[src/rtl/inst_stream_tx_pkg.sv]
// inst_stream_tx_pkg
//   Shared definitions for the PE instruction/operand transmitter:
//   default widths (which must match the PE instruction memory), the
//   controller state encoding and the fixed SETTLE wait length.
package inst_stream_tx_pkg;

    localparam int DEF_INST_WIDTH    = 32;
    localparam int DEF_IM_ADDR_WIDTH = 4;
    localparam int DEF_DATA_WIDTH    = 16;

    // Cycles spent in SETTLE. They cover the PE's registered
    // instruction-memory write pipeline.
    localparam int SETTLE_CYCLES = 2;

    typedef enum logic [1:0] {
        ST_INST   = 2'd0,
        ST_SETTLE = 2'd1,
        ST_DATA   = 2'd2,
        ST_GAP    = 2'd3
    } tx_state_e;

endpackage

[src/rtl/inst_stream_tx_gap_ctr.sv]
// inst_stream_tx_gap_ctr
//   Loadable down-counter used for the SETTLE and GAP waits.
//   A load sets the counter to load_val for the next cycle. After that
//   it counts down to zero and stays there.
//   done is high on the last cycle of a wait, which is when the count is
//   1. It is also high at 0, so a zero-length load cannot stall.
// Ports:
//   clk      : clock
//   rst      : synchronous active-high reset (count -> 0)
//   load     : load load_val this cycle
//   load_val : wait length in cycles
//   done     : current cycle is the final cycle of the wait
module inst_stream_tx_gap_ctr
    import inst_stream_tx_pkg::*;
#(
    parameter int W = DEF_IM_ADDR_WIDTH + 2
) (
    input  logic         clk,
    input  logic         rst,
    input  logic         load,
    input  logic [W-1:0] load_val,
    output logic         done
);

    logic [W-1:0] cnt;

    always_ff @(posedge clk) begin
        if (rst) begin
            cnt <= '0;
        end else if (load) begin
            cnt <= load_val;
        end else if (cnt != '0) begin
            cnt <= cnt - W'(1);
        end
    end

    assign done = (cnt <= W'(1));

endmodule

[src/rtl/inst_stream_tx.sv]
// inst_stream_tx
//   Transmit-side partner of the PE instruction memory.
//   It first forwards a host program to the PE as a stream of nonzero
//   words on pe_inst. Then it streams operands in pe_valid bursts.
//   Every burst is followed by a valid-low gap of N+GAP_EXTRA cycles,
//   during which the PE replays its N-word program.
// Ports:
//   clk, rst             : clock, synchronous active-high reset
//   host_inst/_valid/_last/_ready : program load handshake from host
//   prog_err             : one-cycle pulse, a host word was rejected
//   prog_len             : accepted instruction count N
//   s_data/s_valid/s_ready : upstream operand stream
//   pe_inst              : instruction stream to PE (0 = idle)
//   pe_data/pe_valid     : operand stream to PE
//   busy                 : high outside the INST state
module inst_stream_tx
    import inst_stream_tx_pkg::*;
#(
    parameter int INST_WIDTH    = DEF_INST_WIDTH,
    parameter int IM_ADDR_WIDTH = DEF_IM_ADDR_WIDTH,
    parameter int DATA_WIDTH    = DEF_DATA_WIDTH,
    parameter int BURST_LEN     = 8,
    parameter int GAP_EXTRA     = 2
) (
    input  logic                     clk,
    input  logic                     rst,
    input  logic [INST_WIDTH-1:0]    host_inst,
    input  logic                     host_inst_valid,
    input  logic                     host_inst_last,
    output logic                     host_inst_ready,
    output logic                     prog_err,
    output logic [IM_ADDR_WIDTH-1:0] prog_len,
    input  logic [DATA_WIDTH-1:0]    s_data,
    input  logic                     s_valid,
    output logic                     s_ready,
    output logic [INST_WIDTH-1:0]    pe_inst,
    output logic [DATA_WIDTH-1:0]    pe_data,
    output logic                     pe_valid,
    output logic                     busy
);

    // The gap counter holds up to 2^IM_ADDR_WIDTH-1 + GAP_EXTRA without wrapping.
    localparam int CW = IM_ADDR_WIDTH + 2;
    localparam int BW = $clog2(BURST_LEN + 1);
    localparam logic [IM_ADDR_WIDTH-1:0] N_MAX = '1;

    tx_state_e state, state_nxt;

    logic [IM_ADDR_WIDTH-1:0] n_cnt;
    logic [IM_ADDR_WIDTH-1:0] n_upd;
    logic [BW-1:0]            beat_cnt;

    logic inst_acc, inst_zero, inst_full, inst_good, inst_err;
    logic beat, burst_full, burst_early;

    logic          ctr_load;
    logic [CW-1:0] ctr_load_val;
    logic          ctr_done;
    logic [CW-1:0] gap_len;

    // Program-load decode
    assign inst_acc  = (state == ST_INST) && host_inst_valid;
    assign inst_zero = (host_inst == '0);
    assign inst_full = (n_cnt == N_MAX);
    assign inst_good = inst_acc && !inst_zero && !inst_full;
    assign n_upd     = n_cnt + {{(IM_ADDR_WIDTH-1){1'b0}}, inst_good};
    // A zero word is dropped because the PE would silently ignore it.
    // A "last" that leaves an empty program is also rejected.
    assign inst_err  = inst_acc &&
                       (inst_zero || inst_full || (host_inst_last && (n_upd == '0)));

    // Burst decode
    assign beat        = (state == ST_DATA) && s_valid;
    assign burst_full  = beat && (beat_cnt == BW'(BURST_LEN - 1));
    assign burst_early = (state == ST_DATA) && !s_valid && (beat_cnt != '0);

    // A full burst enters GAP while pe_valid is still high from its last
    // beat. An early end enters GAP one cycle after pe_valid has already
    // dropped, so it waits one cycle less. Either way the PE sees exactly
    // N+GAP_EXTRA low cycles when upstream is ready again.
    assign gap_len = CW'(n_cnt) + CW'(GAP_EXTRA);

    always_ff @(posedge clk) begin
        if (rst) begin
            state <= ST_INST;
        end else begin
            state <= state_nxt;
        end
    end

    always_comb begin
        state_nxt    = state;
        ctr_load     = 1'b0;
        ctr_load_val = '0;
        case (state)
            ST_INST: begin
                if (inst_acc && host_inst_last && (n_upd != '0)) begin
                    state_nxt    = ST_SETTLE;
                    ctr_load     = 1'b1;
                    ctr_load_val = CW'(SETTLE_CYCLES);
                end
            end
            ST_SETTLE: begin
                if (ctr_done) begin
                    state_nxt = ST_DATA;
                end
            end
            ST_DATA: begin
                if (burst_full) begin
                    state_nxt    = ST_GAP;
                    ctr_load     = 1'b1;
                    ctr_load_val = gap_len;
                end else if (burst_early) begin
                    state_nxt    = ST_GAP;
                    ctr_load     = 1'b1;
                    ctr_load_val = gap_len - CW'(1);
                end
            end
            ST_GAP: begin
                if (ctr_done) begin
                    state_nxt = ST_DATA;
                end
            end
            default: state_nxt = ST_INST;
        endcase
    end

    inst_stream_tx_gap_ctr #(
        .W (CW)
    ) u_gap_ctr (
        .clk      (clk),
        .rst      (rst),
        .load     (ctr_load),
        .load_val (ctr_load_val),
        .done     (ctr_done)
    );

    // Registered outputs: one cycle behind the accepting handshake
    always_ff @(posedge clk) begin
        if (rst) begin
            n_cnt    <= '0;
            beat_cnt <= '0;
            prog_err <= 1'b0;
            pe_inst  <= '0;
            pe_valid <= 1'b0;
            pe_data  <= '0;
        end else begin
            n_cnt    <= n_upd;
            prog_err <= inst_err;
            pe_inst  <= inst_good ? host_inst : '0;
            pe_valid <= beat;
            if (beat) begin
                pe_data <= s_data;
            end
            if (burst_full || burst_early) begin
                beat_cnt <= '0;
            end else if (beat) begin
                beat_cnt <= beat_cnt + BW'(1);
            end
        end
    end

    assign host_inst_ready = (state == ST_INST);
    assign s_ready         = (state == ST_DATA);
    assign busy            = (state != ST_INST);
    assign prog_len        = n_cnt;

endmodule

[config.mk]
export PLATFORM = sky130hd
export DESIGN_NAME = inst_stream_tx
export DESIGN_NICKNAME = d
export VERILOG_FILES = /design/src/rtl/inst_stream_tx_pkg.sv /design/src/rtl/inst_stream_tx_gap_ctr.sv /design/src/rtl/inst_stream_tx.sv
export SDC_FILE = /design/constraint.sdc
export NUM_CORES = 1
export LEC_CHECK = 0
export CORE_MARGIN = 2
export CORE_UTILIZATION = 40
export CTS_CLUSTER_DIAMETER = 60
export DETAILED_ROUTE_END_ITERATION = 12
export DONT_BUFFER_PORTS = 1
export GPL_TIMING_DRIVEN = 0
export HOLD_SLACK_MARGIN = 0.12
export SLEW_MARGIN = 20
export SYNTH_ARGS = -nofsm -noshare
export SYNTH_HDL_FRONTEND = slang
export SYNTH_SLANG_ARGS = --single-unit
[constraint.sdc]
create_clock -name clk -period 9.34 [get_ports clk]
set_clock_uncertainty 0.2 [all_clocks]
set_input_delay 1.401 -clock clk [delete_from_list [all_inputs] [get_ports clk]]
set_output_delay 1.401 -clock clk [all_outputs]
set_load 0.01 [all_outputs]
==> results.cfg <==
[status]
outcome = complete, no violations

[floorplan]
die_w_um = 85.2
num_rows = 29
die_area_um2 = 7260
die_h_um = 85.2
boundaryPins = 110
initial_utilization_pct = 41.5
coreArea_um2 = 6350

[global_route]
grtUsageMet3_pct = 6.23
first_global_vias = 1837
busiest_layer = met2
grtUsageTotal_pct = 16.5
grt_max_degree = 12
globalRouteMet2Util_pct = 25.4
gr-total-overflow = 0
grt_pass1_wl_mm = 9.27
gr-usage-met1_pct = 19.7
antenna_found_initial = 0

[clock_tree]
cts_buffers = 9
cts_setup_buffers = 0
cts_resized = 0
cts_num_sinks = 66
cts_tree = done
clock-root-buffer = clkbuf_8
clk_pin_slew_ps = 70
cts.path.max_buffers = 2
hold_buffers = 0
htree_num_levels = 3
clock_latency_ps = 340

[worst_hold_path]
hold_path.class = flip-flop to flip-flop

[critical_path]
crit_chain = nor4_1 > and4_1 > a21oi_1 > and3_1 > ha_1 > ha_1 > or2_2 > o41ai_4 > o2111ai_1 > a221oi_2
cpPeakStageDelay_ps = 450
path_class = input port to flip-flop
crit_path_frequent_cell = ha_1
cp_num_buf_inv = 0
cp_max_fo = 9
cp-end-kind = flip-flop
cp_top_family = simple AND/OR/NAND/NOR gates
cp.required_ps = 9390
worst_setup_path_start_kind = input port
critPathArrivalTime_ps = 4030
r2r_slack_ps = 6040
critPathSlowestCell = o41ai_4

[timing]
setup_viol = 0
slew_viol_final = 0
hold_violations = 0
relSlewSlack_pct = 58.4
rsz0062_at_grt = false
fin_ws_ps = 5370
max_freq_mhz = 252
worst_pin_slew_ps = 618
final.period_utilization_pct = 42.5
fin_setup_tns_ps = 0
period_needed_ps = 3970

[finish]
fillers = 622
drive_gt1_share_pct = 8.47
n_antenna_cell = 0
fin_nets = 353
area_growth_pct = 11.1

[route]
drt_first_pass_iters = 4
wl_per_cell_um = 15.7
via_per_inst = 5.32
wl_mm = 5.83
via_count = 1979
antenna_left = 0
drt_iter0_drc = 68
drc = 0

[yosys]
synth_cell_types = 49
syn_nets = 342
synthTopCellsByArea = dfxtp_1 (50%), and2_1 (7.8%), nand2_1 (5.4%), ha_1 (4.7%), a21oi_1 (4.6%)
ys_top_cells_by_count = dfxtp_1 (66), nand2_1 (38), and2_1 (33), a21oi_1 (24), ha_1 (10)
synth_seq_cells = 66
yosysWarnings = 0
synth.avg_cell_area_um2 = 9.45
syn-instance-count = 279
synthArstFlopShare_pct = 0
synth_top_area_cell = dfxtp_1
yosysMostFrequentCell = dfxtp_1
ys.flop_type = dfxtp_1
ys_seq_area_share_pct = 50.1
yosys.area.top_type_share_pct = 50.1
synth_edf_count = 0
syn-cell-area_um2 = 2640

[power]
p_leak_nw = 1.15
peakVddDrop_uv = 115
powerDensity_nw_per_um2 = 241

[placement]
portBuffers = 0
gp_congestion = 0.803
dp_worst_setup_slack_ps = 5030
dp_hpwl_mm = 4.38

[run]
drv_cap = 0
==> worst register-to-register path, stage by stage (launching register included) <==
cell and delay [ps]:
dfxtp_1 600, ha_1 220, and3_2 200, a21oi_1 60, and3_1 200, ha_1 210, ha_1 280, or2_2 320
o41ai_4 460, o2111ai_1 210, a221oi_2 270
==> per-layer routing <==
| layer | vias up | share of wire (%) | wire length, um |
|---|---|---|---|
| met4 | 0 | 1.8 | 105 |
| li1 | 994 | - | - |
| met2 | 75 | 47 | 2720 |
| met1 | 898 | 44 | 2550 |
| met5 | - | 0 | 0 |
| met3 | 12 | 8.0 | 466 |
==> worst paths after layout <==
kind / from / endpoint / cells after the start
setup / recovery: host_inst[31] / u_gap_ctr.cnt[0] / 10
setup reg to reg: prog_len[1] / u_gap_ctr.cnt[0] / 10
hold / removal: pe_data[7] / pe_data[7] / 2
hold reg to reg: pe_data[7] / pe_data[7] / 2
==> report_power, final <==
| part | total [mW] | internal (mW) | leakage (nW) | switching [mW] |
|---|---|---|---|---|
| clock network | 0.239 | 0.131 | 0.0966 | 0.108 |
| logic | 0.127 | 0.0584 | 0.516 | 0.0688 |
| registers | 0.340 | 0.309 | 0.538 | 0.0313 |
==> through the flow <==
stage | util (%) | hold slack, ps | area (um^2) | power [mW] | std cells
after floorplan | - | 271 | 2640 | 0.445 | 279
after global placement | 43.1 | 290 | 2730 | 0.472 | 356
after detailed placement | 43.1 | 293 | 2730 | 0.473 | 356
after CTS | 46.1 | 303 | 2930 | 0.712 | 372
after global routing | 46.1 | 319 | 2930 | 0.746 | 372
final | 46.1 | 300 | 2930 | 0.706 | 372
==> logic make-up after synthesis <==
group	count (synthesis)	share of synthesized area (%)
compound gates	47	12.9
xor+xnor	7	2.32
fa+ha+maj	10	4.74
buf+inv	22	3.61
flops	66	50.1
mux	1	0.380
simple gates	126	26.0
==> flip-flops by register name (all words and copies together), names as in the netlist <==
| signal | cells |
|---|---|
| prog_err | 1 |
| state | 2 |
| prog_len | 4 |
| pe_data | 16 |
| u_gap_ctr.cnt | 6 |
| pe_valid | 1 |
| pe_inst | 32 |
| beat_cnt | 4 |
==> layout by cell type (no fill, tap or decap), types with 2 or more instances in the layout <==
master,synthesis,final
nand3_1,3,3
nor3b_1,2,2
clkbuf_1,7,9
ha_1,10,10
nor3_1,6,6
a31oi_1,3,3
clkbuf_8,0,10
a211oi_1,2,2
buf_2,4,4
nand2b_1,3,3
nor2_1,8,8
dfxtp_1,66,66
inv_1,9,9
o2111ai_1,3,3
and2_1,33,33
and3_1,5,5
nand4_1,5,5
nor2b_1,4,4
and4_1,2,2
xor2_1,6,6
a21oi_1,24,24
nor4_1,9,9
nand2_1,38,38
==> final cells by class <==
class | instances | area [um^2] | share of cell area [%]
buffer | 13 | 61.3 | 2.09
sequential | 66 | 1320 | 45.1
inverter | 9 | 33.8 | 1.15
multi-input combinational | 191 | 1220 | 41.7
clock buffer | 12 | 145 | 4.95
tap | 77 | 96.3 | 3.29
clock inverter | 4 | 51.3 | 1.75
Note: power is estimated with default switching activity, not from simulation.
